===== config.mk =====
export PLATFORM = sky130hd
export DESIGN_NAME = ahb_imem_rom
export DESIGN_NICKNAME = d
export VERILOG_FILES = /design/src/rtl/ahb_imem_rom.sv
export SDC_FILE = /design/constraint.sdc
export NUM_CORES = 1
export LEC_CHECK = 0
export ABC_AREA = 1
export ABC_CLOCK_PERIOD_IN_PS = 4300
export CORE_MARGIN = 1.5
export CORE_UTILIZATION = 50
export CTS_CLUSTER_SIZE = 20
export DETAILED_ROUTE_END_ITERATION = 6
export DONT_BUFFER_PORTS = 1
export MAX_ROUTING_LAYER = met4
export SLEW_MARGIN = 30
export SYNTH_ARGS = -nofsm -noshare
export SYNTH_HDL_FRONTEND = slang
export SYNTH_SLANG_ARGS = --single-unit

===== constraint.sdc =====
create_clock -name clk -period 4.3 [get_ports clk]
set_input_delay 0.215 -clock clk [delete_from_list [all_inputs] [get_ports clk]]
set_output_delay 0.215 -clock clk [all_outputs]
set_load 0.01 [all_outputs]

===== src/rtl/ahb_imem_rom.sv =====
// ahb_imem_rom: AHB-Lite read-only instruction memory slave.
// Pipelined address/data phases, programmable wait states before each OKAY
// data phase, and a two-cycle ERROR response for illegal accesses.
// ROM contents come from a built-in constant boot image.
// Ports:
//   clk, reset          - clock, synchronous active-high reset
//   HSEL, HADDR, HTRANS - address phase: select, byte address, transfer type
//   HWRITE, HSIZE       - write flag (always illegal), transfer size
//   HREADY              - bus ready qualifying the address phase
//   HRDATA, HREADYOUT, HRESP - registered data phase response
module ahb_imem_rom #(
    parameter int unsigned DATA_W      = 32,
    parameter int unsigned DEPTH       = 64,
    parameter logic [31:0] BASE_ADDR   = 32'h0000_0000,
    parameter int unsigned WAIT_STATES = 0,
    parameter string       INIT_FILE   = "imem.hex"
) (
    input  logic              clk,
    input  logic              reset,
    input  logic              HSEL,
    input  logic [31:0]       HADDR,
    input  logic [1:0]        HTRANS,
    input  logic              HWRITE,
    input  logic [2:0]        HSIZE,
    input  logic              HREADY,
    output logic [DATA_W-1:0] HRDATA,
    output logic              HREADYOUT,
    output logic              HRESP
);

    localparam int unsigned OFFS       = (DATA_W == 64) ? 3 : 2;
    localparam logic [31:0] ALIGN_MASK = 32'((1 << OFFS) - 1);
    localparam logic [31:0] NOP        = 32'h0000_0013;

    typedef enum logic [2:0] {
        ST_IDLE,
        ST_WAIT,
        ST_DATA,
        ST_ERR1,
        ST_ERR2
    } state_t;

    state_t            state_q, state_d;
    logic [3:0]        wcnt_q, wcnt_d;
    logic [DATA_W-1:0] rd_q, rd_d;
    logic              hreadyout_q, hreadyout_d;
    logic              hresp_q, hresp_d;
    logic [DATA_W-1:0] hrdata_q, hrdata_d;

    logic [31:0]       offs;
    logic [31:0]       idx;
    logic              capture;
    logic              legal;
    logic [DATA_W-1:0] rom_rd;

    // ROM image lookup
    function automatic logic [DATA_W-1:0] rom_word(input logic [31:0] i);
        logic [31:0] w;
        case (i)
            32'd0:   w = 32'h0020_81b3;
            32'd1:   w = 32'h4021_8233;
            32'd2:   w = 32'h0020_c2b3;
            32'd3:   w = 32'h0020_e333;
            32'd4:   w = 32'h0020_f3b3;
            default: w = NOP;
        endcase
        return DATA_W'(w);
    endfunction

    assign rom_rd = rom_word(idx);

    logic unused_cfg;
    assign unused_cfg = ^{HTRANS[0], (INIT_FILE != "")};

    // Address decode and legality; below-base wrap is caught by the explicit compare
    always_comb begin
        offs    = HADDR - BASE_ADDR;
        idx     = offs >> OFFS;
        capture = HSEL & HREADY & HTRANS[1];
        legal   = !HWRITE
                  && (HSIZE == 3'(OFFS))
                  && ((HADDR & ALIGN_MASK) == 32'd0)
                  && (HADDR >= BASE_ADDR)
                  && (idx < DEPTH);
    end

    // Next state and registered output decode
    always_comb begin
        state_d = state_q;
        wcnt_d  = wcnt_q;
        rd_d    = rd_q;

        case (state_q)
            ST_WAIT: begin
                wcnt_d = wcnt_q - 4'd1;
                if (wcnt_q == 4'd1) begin
                    state_d = ST_DATA;
                end
            end
            ST_ERR1: begin
                state_d = ST_ERR2;
            end
            default: begin
                // HREADYOUT is high here, so a new address phase may land
                state_d = ST_IDLE;
                if (capture) begin
                    if (legal) begin
                        rd_d = rom_rd;
                        if (WAIT_STATES == 0) begin
                            state_d = ST_DATA;
                        end else begin
                            state_d = ST_WAIT;
                            wcnt_d  = 4'(WAIT_STATES);
                        end
                    end else begin
                        state_d = ST_ERR1;
                    end
                end
            end
        endcase

        hreadyout_d = !(state_d inside {ST_WAIT, ST_ERR1});
        hresp_d     = (state_d inside {ST_ERR1, ST_ERR2});
        hrdata_d    = (state_d == ST_DATA) ? rd_d : '0;
    end

    always_ff @(posedge clk) begin
        if (reset) begin
            state_q     <= ST_IDLE;
            wcnt_q      <= '0;
            rd_q        <= '0;
            hreadyout_q <= 1'b1;
            hresp_q     <= 1'b0;
            hrdata_q    <= '0;
        end else begin
            state_q     <= state_d;
            wcnt_q      <= wcnt_d;
            rd_q        <= rd_d;
            hreadyout_q <= hreadyout_d;
            hresp_q     <= hresp_d;
            hrdata_q    <= hrdata_d;
        end
    end

    assign HRDATA    = hrdata_q;
    assign HREADYOUT = hreadyout_q;
    assign HRESP     = hresp_q;

endmodule


==> impl_results.md <==
- Status: complete, no violations
- Synth unique cells: 30
- Gr usage total: 17.52%
- Detailed-route vias per instance: 4.679
- Post-layout min period: 1.880 ns
- Hold Crit Class: input pin to flip-flop
- Worst setup path class: flip-flop to flip-flop
- VDD IR max: 0.0001862 V
- # IOs: 76
- Synthesis-stage register bit count: 73
- Clock network power share: 44.6%
- Dpl hpwl: 3017 um
- CORE AREA: 5205 um^2
- Synth warn: 0
- Endpoints failing hold: 0
- CP arrival: 2.10 ns
- Initial antenna violation count: 0
- Async set-reset flop share out of synthesis: 0%
- Power per Cell Area: 448.0 nW/um^2
- Share of layout cells above drive strength 1: 14.76%
- Multi-input gate area: 1013 um^2
- Die X: 77.13 um
- Initial Util: 52.79%
- Main flop type after synthesis: dfxtp_1
- H-Tree Depth: 3
- First-pass GRT wire length: 7714 um
- Crit. End Element: flip-flop
- Routed len/inst: 11.15 um
- Seq pwr share: 51.4%
- Syn Nets: 372
- CP max FO: 51
- Startpoint Class: flip-flop
- Final setup viols: 0
- Grt ovf: 0
- Reg area: 1461 um^2
- CTS tree: built
- Clk_lat worst skew: 0.35 ns
- Initial DRC count: 63
- Mean Syn Cell Area: 8.377 um^2
- Net Sw Frac: 22.06%
- Setup TNS: 0 ns
- DRC: 0
- Die H: 77.13 um
- Internal: 0.001044 W
- Net switching power figure: 0.0002954 W
- Post-Syn Area: 2748 um^2
- Number of port buffers: 0
- Layout Skew: 0.009935 ns
- Max-capacitance violation count: 0
- Largest net degree at the start of global routing: 52
- Postcts setup bufs: 0
- Root Buffer: clkbuf_8
- Post-synthesis sequential area ratio: 53.19%
- Combinational power share: 4.0%
- Worst-Margin Slew: 0.7006 ns
- Layout Area Growth over Synthesis: 8.789%
- Nets: 371
- Vias in the first global route: 1687
- Max_slew headroom: 53.29%
- Antenna Cells: 0
- Post-synth EDFFs: 0
- Post-layout util: 57.43%
- Tcrit/Tclk final: 43.73%
- Die area: 5949 um^2
- # rows: 26
- CTS buffer count: 9
- Antenna-violating nets left: 0
- Highest clock rate: 531.8 MHz
- Leakage: 1.154 nW
- Final-report max-slew violation count: 0
- Final wirelength: 4481 um
- Gpl congestion: 0.8342
- Bufs on Longest Clock Path: 2
- Clock slew at reported path FFs: 0.07 ns
- CTS Sinks: 73
- Total number of vias: 1881
- Required @ worst endpoint: 4.52 ns
- Mapped Cells: 328
- RSZ-0062 raised after global routing: false
- FILL cells: 494
- Router iterations before antenna repair: 6
-- registers in the layout, indices dropped and copies added (netlist names) --
| register | count |
|---|---|
| HRDATA | 32 |
| rd_q | 32 |
| wcnt_q | 4 |
| state_q | 3 |
| HREADYOUT | 1 |
| HRESP | 1 |
-- power groups by stage --
stage | Clock, W | Sequential [W] | Combinational, W
after global routing | 0.000647 | 0.000689 | 0.0000617
after CTS | 0.000612 | 0.000688 | 0.0000546
final | 0.000598 | 0.000688 | 0.0000536
after detailed placement | 0 | 0.000704 | 0.0000466
after global placement | 0 | 0.000704 | 0.0000457
after floorplan | 0 | 0.000703 | 0.0000477
-- critical path, stage by stage (launching register included) --
cell     delay [ns]
dfxtp_1        0.37
nor2_4         0.06
nor2_2         0.13
inv_1          0.14
nor2_8         0.59
inv_2          0.21
nand2_1        0.11
nand2_1        0.06
inv_2          0.05
nor2_1         0.03
-- layout make-up --
type	count	share of cell area, %
timing repair buffer	1	0.6697
clock inverter	6	2.972
inverter	48	6.028
clock buffer	10	4.604
sequential	73	48.89
multi-input combinational	194	33.91
tap	70	2.930
-- cell families (layout without fill, tap and decap cells) --
| logic type | Yosys count | in the layout | synth area share (%) |
|---|---|---|---|
| buffers and inverters | 61 | 65 | 9.927 |
| DFF | 73 | 73 | 53.19 |
| AOI/OAI and AO/OA | 27 | 27 | 5.647 |
| adders and majority gates | 2 | 2 | 0.9106 |
| and+or+nand+nor | 165 | 165 | 30.33 |
-- routing by layer --
metal  vias to the layer above  share of wire, %  global-route usage, %
met5                         -                 0                      -
met4                         0               2.1                  8.727
met3                         9               5.1                  7.262
met2                        53                44                  24.39
met1                       801                49                  21.71
li1                       1018                 -                      -
-- stage by stage --
| stage | worst slack, ns | cell area [um^2] | instances | hold slack, ns | total power (W) |
|---|---|---|---|---|---|
| detailed placement | 2.339 | 2743 | 385 | 0.2918 | 0.0007501 |
| floorplan | 2.949 | 2748 | 328 | 0.4220 | 0.0007503 |
| global placement | 2.345 | 2743 | 385 | 0.2929 | 0.0007492 |
| global route | 2.213 | 2989 | 402 | 0.007266 | 0.001397 |
| CTS | 2.390 | 2989 | 402 | 0.003225 | 0.001354 |
| finish | 2.420 | 2989 | 402 | 0.01362 | 0.001339 |
-- what timing repair did --
item / 4_1_cts / 5_1_grt
resized for setup: 0 / 0
endpoints found under the hold margin: 39 / 0
hold buffers: 1 / 0
endpoints found under the setup margin: 0 / 0
-- Yosys cell counts (3+ instances only) --
master | instances | area (um^2)
dfxtp_1 | 73 | 1461
buf_6 | 5 | 56.30
nand2_1 | 46 | 172.7
inv_2 | 6 | 22.52
nor3_2 | 10 | 100.1
nor2_2 | 4 | 25.02
a21oi_1 | 14 | 70.07
nor3_1 | 27 | 135.1
nand2_2 | 3 | 18.77
nor2_1 | 54 | 202.7
o21ai_1 | 5 | 25.02
nand3_1 | 10 | 50.05
inv_1 | 42 | 157.7
clkbuf_1 | 5 | 18.77
o21ai_0 | 3 | 15.01
-- worst paths after layout --
kind / to / start / cells past startpoint / slack (ns)
worst max-delay path: HRDATA[30] / state_q[2] / 9 / 2.42
worst max register to register: HRDATA[30] / state_q[2] / 9 / 2.42
worst min-delay path: wcnt_q[0] / reset / 2 / 0.01
worst min register to register: HRDATA[6] / rd_q[6] / 2 / 0.44
-- cells in the final DEF (no fill, tap or decap), drive strengths merged --
master	n
a31oi	1
o21ai	8
o21a	1
nand2	51
nor3b	1
nand3	11
clkbuf	10
nand4	2
bufinv	2
inv	49
or2	1
ha	2
clkinv	1
dfxtp	73
nor2	62
clkinvlp	2
a21oi	15
buf	1
o211ai	1
o21bai	1
nor3	37
Note: power is estimated with default switching activity, not from simulation.
